--- config.mk ---
export PLATFORM = sky130hd
export DESIGN_NAME = i2c_write_arbiter
export DESIGN_NICKNAME = d
export VERILOG_FILES = /design/src/rtl/i2c_write_arbiter.sv
export SDC_FILE = /design/constraint.sdc
export NUM_CORES = 1
export LEC_CHECK = 0
export CORE_MARGIN = 2
export CORE_UTILIZATION = 35
export DETAILED_ROUTE_END_ITERATION = 16
export SLEW_MARGIN = 20
export SYNTH_ARGS = -nofsm -noshare
export SYNTH_HDL_FRONTEND = slang
export SYNTH_SLANG_ARGS = --single-unit
--- constraint.sdc ---
create_clock -name clk -period 5.35 [get_ports clk]
set_input_delay 1.605 -clock clk [delete_from_list [all_inputs] [get_ports clk]]
set_output_delay 1.605 -clock clk [all_outputs]
set_load 0.02 [all_outputs]
--- src/rtl/i2c_write_arbiter.sv ---
// Two-requester round-robin front end for a single I2C master: grants one register write at a time,
// launches it with a one-cycle start pulse, and returns a per-requester ack with a timeout flag.
module i2c_write_arbiter #(
  parameter int unsigned TIMEOUT = 1023
) (
  input  logic       clk,
  input  logic       reset,
  input  logic       r0_req,
  input  logic [6:0] r0_addr,
  input  logic [7:0] r0_sub,
  input  logic [7:0] r0_data,
  input  logic       r1_req,
  input  logic [6:0] r1_addr,
  input  logic [7:0] r1_sub,
  input  logic [7:0] r1_data,
  output logic       r0_ack,
  output logic       r0_err,
  output logic       r1_ack,
  output logic       r1_err,
  output logic [6:0] m_addr,
  output logic [7:0] m_sub,
  output logic [7:0] m_data,
  output logic       m_start,
  input  logic       m_ready,
  output logic       busy,
  output logic       owner
);

  localparam logic [2:0] IDLE      = 3'd0;
  localparam logic [2:0] START     = 3'd1;
  localparam logic [2:0] WAIT_BUSY = 3'd2;
  localparam logic [2:0] WAIT_DONE = 3'd3;
  localparam logic [2:0] ACK       = 3'd4;

  localparam logic [15:0] TMO = 16'(TIMEOUT);

  typedef struct packed {
    logic [6:0] addr;
    logic [7:0] sub;
    logic [7:0] data;
  } wr_req_t;

  logic [2:0]        state;
  logic [15:0]       timer;
  logic              last_owner;
  logic              err_q;
  logic [1:0]        req_vec;
  logic              grant_id;
  wr_req_t [1:0]     ops;
  wr_req_t           m_q;

  assign req_vec = {r1_req, r0_req};
  assign ops[0]  = {r0_addr, r0_sub, r0_data};
  assign ops[1]  = {r1_addr, r1_sub, r1_data};

  // On a tie the requester that was not served last wins; a lone requester always wins.
  assign grant_id = (req_vec == 2'b11) ? ~last_owner : req_vec[1];

  always_ff @(posedge clk) begin
    if (reset) begin
      state      <= IDLE;
      timer      <= '0;
      m_q        <= '0;
      owner      <= 1'b0;
      last_owner <= 1'b1;
      err_q      <= 1'b0;
    end else begin
      case (state)
        IDLE: begin
          if (m_ready && (|req_vec)) begin
            state <= START;
            owner <= grant_id;
            m_q   <= ops[grant_id];
          end
        end
        START: begin
          timer <= '0;
          state <= WAIT_BUSY;
        end
        WAIT_BUSY: begin
          if (!m_ready) begin
            state <= WAIT_DONE;
            timer <= '0;
          end else if (timer == TMO) begin
            state <= ACK;
            err_q <= 1'b1;
          end else begin
            timer <= timer + 16'd1;
          end
        end
        WAIT_DONE: begin
          if (m_ready) begin
            state <= ACK;
            err_q <= 1'b0;
          end else if (timer == TMO) begin
            state <= ACK;
            err_q <= 1'b1;
          end else begin
            timer <= timer + 16'd1;
          end
        end
        ACK: begin
          last_owner <= owner;
          state      <= IDLE;
        end
        default: state <= IDLE;
      endcase
    end
  end

  // Pulses decode straight from the state register so they last exactly one state-cycle.
  assign m_start = (state == START);
  assign busy    = (state != IDLE);
  assign r0_ack  = (state == ACK) && !owner;
  assign r1_ack  = (state == ACK) &&  owner;
  assign r0_err  = r0_ack && err_q;
  assign r1_err  = r1_ack && err_q;
  assign m_addr  = m_q.addr;
  assign m_sub   = m_q.sub;
  assign m_data  = m_q.data;

endmodule

# --- Word-level counts from Yosys, hierarchy flattened ---
# Cells that the tools add are included.
word_totals:
  register_bits: 45
  latch_bits: 0
  ramBits: 0
  mem_bits_ro: 0
  in_bits: 51
  elab_cells: 50
  memories: 0
classes:
  n_addsub: 1
  multipliers: 0
  div: 0
  n_lt_le_gt_ge: 1
  eq_ne: 9
  shifts: 0
  mux: 16
  bitwise_logic: 1
  reduce_logical: 14
op_table:
  columns: ["op", "n"]
  rows:
  - ["two-way mux 16 bit", 3]
  - ["one-hot mux 16 bit (3 select lines)", 1]
  - ["two-way mux 23 bit", 2]
  - ["adder 16 x 1 -> 16 bit (second input constant)", 1]
  - ["equality test 16 x 10 -> 1 bit (second input constant)", 1]
  - ["two-way mux 3 bit", 4]
  - ["one-hot mux 3 bit (4 select lines)", 1]
  - ["equality test 3 x 2 -> 1 bit (second input constant)", 2]
  - ["!= test 2 bit (second input constant)", 3]
  - ["AND reduction 2 bit", 3]
  - ["nonzero test 3 bit", 2]
  - ["logical AND 1 bit", 5]
  - ["two-way mux 1 bit", 4]
  - ["equality test 3 x 1 -> 1 bit (second input constant)", 1]
  - ["equality test 3 bit (second input constant)", 1]
  - ["zero test 3 bit", 1]
  - ["equality test 2 bit (second input constant)", 1]
  - ["less-than comparator 1 x 2 -> 1 bit (second input constant)", 1]
  - ["one-hot mux 1 bit (2 select lines)", 1]
  - ["nonzero test 2 bit", 1]
  - ["OR reduction 2 bit", 1]
  - ["zero test 1 bit", 1]
  - ["NOT 1 bit", 1]

# --- Logic depth before layout (Yosys ltp) ---
logic_depth:
  word_depth: 4
  depth_mapped: 7
  depth_no_buf: 5

# --- Worst setup path after synthesis ---
# No wires, ideal clock.
synth_timing:
  kind: "input -> register"
  startpoint: "input m_ready"
  endpoint: "register timer[13]"
  arrival_time_ps: 3087
  t_required_ps: 5280
  path_slack_ps: 2193
  stages: 6
  path_cell_list: "buf_6 > and3_4 > or4_4 > buf_6 > or4_1 > a21oi_1"
synth_between:
  elab_chain_cells: 2
  word_cells_on_any_way: 4
  classes_between: "eq/ne (1); mux (2); reduce/logical (1)"
synth_lines:
  columns: ["element", "line", "text"]
  rows:
  - ["start, declared", "24", "input logic m_ready,"]
  - ["two-way mux 16 bit / != test 2 bit (equally long branches)", null, null]
  - ["one-hot mux 16 bit (3 select lines) / AND reduction 2 bit (equally long branches)", null, null]
  - ["end signal, assigned", "88", "timer <= timer + 16'd1;"]
  - ["end signal, assigned", "99", "timer <= timer + 16'd1;"]
  - ["end, declared", "44", "logic [15:0] timer;"]
# Several ways; a longest one is shown, not always the timed one.
# A chain may end at the register's enable or synchronous reset.

# --- Final worst setup path ---
layout_timing:
  startpoint: "register state[0]"
  endpoint: "output m_start"
layout_between:
  elab_chain_cells: 1
layout_lines:
  columns: ["element", "line", "text"]
  rows:
  - ["start, declared", "43", "logic [2:0] state;"]
  - ["start signal, assigned", "61", "state <= IDLE;"]
  - ["start signal, assigned", "71", "state <= START;"]
  - ["start signal, assigned", "78", "state <= WAIT_BUSY;"]
  - ["equality test 3 x 1 -> 1 bit", "112", "assign m_start = (state == START);"]
  - ["end, declared", "23", "output logic m_start,"]
# No other way between the ends.

==> flow_summary.toml <==
[routing]
wl_met3_um = 565
wl_mm = 5.36
routed.top_layer = "met4"
drtAntennaViolNets = 0
wl_met1_mm = 2.45
dr.pass1.iters = 4
wl_per_cell_um = 13.4
wl_met2_mm = 2.27
drc = 0
vias = 2077
viasPerCell = 5.21
drtIter0Drc = 62

[clock_network]
path_clk_slew_ns = 0.09
post_cts_resized = 0
cts_hold_buf = 0
cts_max_level = 2
cts_sinks = 45
post_cts_buffers = 0
clkLatencyLatePin_ns = 0.30
clock_path_buffers = 2
cts_made_buffers = 5
clockRootBuffer = "clkbuf_8"
cts_tree = "done"

[worst_setup_path]
rrSetupSlack_ns = 3.00
cp_max_fo = 12
worstReg2RegStart = "timer[11]"
crit_slowest_cell = "clkdlybuf4s50_1"
critical_path_required_ns = 3.74
crit_arrival_ns = 1.86
worstRegToRegCells = 5
timing_worst_setup_path_type = "flip-flop to output pin"
r2r_end = "state[1]"
critPathMostFrequentCell = "nor2b_1"
crit_family = "buffers and inverters"
path_buf_inv = 1
cp-start-kind = "flip-flop"
cp-end-kind = "output pin"
crit_chain = "nor2b_1 > nor2b_1 > clkdlybuf4s50_1"
max_stage_delay_ns = 0.63

[synthesis]
synth-seq-cells = 45
synth_warnings = 0
synthArstFlopShare = 0
yosys.area.top_type = "dfxtp_1"
synth.distinct_cells = 40
syn_inst = 254
synth.yosys.seq_area_share = 0.397
synth_edf_count = 0
syn_nets = 306
synth_ff_type = "dfxtp_1"
avgSynthCellArea_um2 = 8.93
netlist_area_um2 = 2270
yosys.area.top_type_share = 0.397
ys_top_cells_by_area = "dfxtp_1 40%, mux2i_1 12%, a211oi_1 7.9%, nor2_1 5.3%, o31ai_1 3.3%"

[finish]
multi_input_area_um2 = 1270
fillers = 636
syn_to_final_growth_pct = 41.5
layout_commonest_cell = "clkdlybuf4s50_1"
final_core_util = 0.508
fin_area_um2 = 3210
most-common-layout-cells = "80 x clkdlybuf4s50_1, 45 x dfxtp_1, 31 x nor2_1"
num_antenna_cells = 0
register_area_um2 = 901
nets = 373
drive_gt1_frac = 0.0652

[floorplanning]
start_util = 0.359
die_h_um = 84.5
die_w_um = 84.5
dieArea_um2 = 7140
core-area_um2 = 6310
top_level_ports = 81
rows = 29

[power_and_ir_drop]
powerDensity_nw_per_um2 = 262
seq_power_share = 0.444
peakVddDrop_v = 0.000131
cellLeakagePower_nw = 1.08
switching_power_uw = 227
p_clk_frac = 0.318
swShare = 0.270
internal_power_uw = 615
power_frac_comb = 0.237
power_uw = 842

[grt]
grt-ovfl-total = 0
grt_pass1_wl_mm = 9.06
antenna_found_initial = 0
grt_usage = 0.155
grt_pass1_vias = 1942
grt_max_degree = 48

[worst_hold_path]
min_from = "timer[7]"
min_path_type = "flip-flop to flip-flop"
min_delay_path_depth = 2
holdPathEnd = "timer[7]"

[timing]
skew_ns = 0.0113
period_needed_ns = 3.47
maxSlewViolCount = 0
finalSetupViolCount = 0
final_hold_viol_count = 0
worstMarginPinSlew_ns = 0.970
timing.fmax_ghz = 0.289
tns_ns = 0
rsz0062_at_grt = "false"
min_period_over_period = 0.648
slew_headroom = 0.352

[placed_design]
port_buffers = 80
gp_congestion = 0.739
dpl.hpwl_mm = 3.90
place_area_um2 = 3090

[job]
maxCapViolCount = 0

[status]
status = "completed"
-- worst max-delay path by stage --
stage	from	to	slack, ns	cells after the start
2_1_floorplan	m_ready	timer[13]	2.19	6
3_3_place_gp	m_ready	timer[13]	1.70	5
3_5_place_dp	m_ready	timer[9]	1.67	5
4_1_cts	state[0]	r1_err	1.88	4
5_1_grt	state[0]	r0_err	1.74	5
6_report	state[0]	m_start	1.88	3
-- cell usage after synthesis, types with 2 or more instances --
library cell and n:
a211oi_1 24, or3_1 3, nor4_1 3, buf_2 7, buf_6 3, and2_1 4, nand2_1 9, o21bai_1 2
or4_4 2, or4_1 10, a21boi_0 2, o21ai_0 5, nor2b_1 2, mux2i_1 27, or3b_2 4, nand4_1 3
o31ai_1 10, and4_1 2, clkbuf_1 11, and3_1 2, nand3b_1 3, nor2_1 32, a21oi_1 14, nand3_1 6
buf_1 2, dfxtp_1 45, nand2b_1 3, o211ai_1 2
-- layer usage --
layer / vias to the layer above / track usage
met2: 66 / 0.227
li1: 1080 / -
met1: 924 / 0.203
met3: 7 / 0.0757
met4: 0 / 0.0476
met5: - / 0
-- power groups by stage --
stage	registers, mW	logic, mW	clock network, mW
after global placement	0.381	0.202	0
after global routing	0.378	0.221	0.287
after floorplan	0.401	0.0882	0
after CTS	0.374	0.203	0.275
after detailed placement	0.381	0.202	0
final	0.374	0.200	0.268
-- area by class of cell --
class,count,share of cell area
Inverter,1,0.00117
Multi-Input combinational cell,185,0.395
Timing Repair Buffer,83,0.257
Clock inverter,1,0.00936
Tap cell,77,0.0300
Sequential cell,45,0.281
Clock buffer,7,0.0269
-- kinds of logic after synthesis --
family          share of synthesized area
simple gates                        0.236
flops                               0.397
mux                                 0.119
compound gates                      0.189
fa+ha+maj                         0.00551
buf+inv                            0.0535
-- state kept, by name, indices dropped and copies added, names as in the netlist --
register and cells:
m_addr 7, err_q 1, state 3, m_sub 8, m_data 8, timer 16
owner 1, last_owner 1
-- stage by stage --
stage	instances	worst slack, ns	hold slack (ns)
after detailed placement	391	1.67	0.478
after floorplan	254	2.19	0.431
after CTS	399	1.88	0.495
after global routing	399	1.74	0.516
after global placement	390	1.70	0.472
final	399	1.88	0.497
-- worst reg2reg max path, cell delays in order (launching register included) --
cell,delay [ns]
dfxtp_1,0.34
or4_4,0.57
nor4_4,0.71
buf_4,0.31
a21boi_0,0.11
o211a_1,0.22
Power figures use the tool's default switching activity.
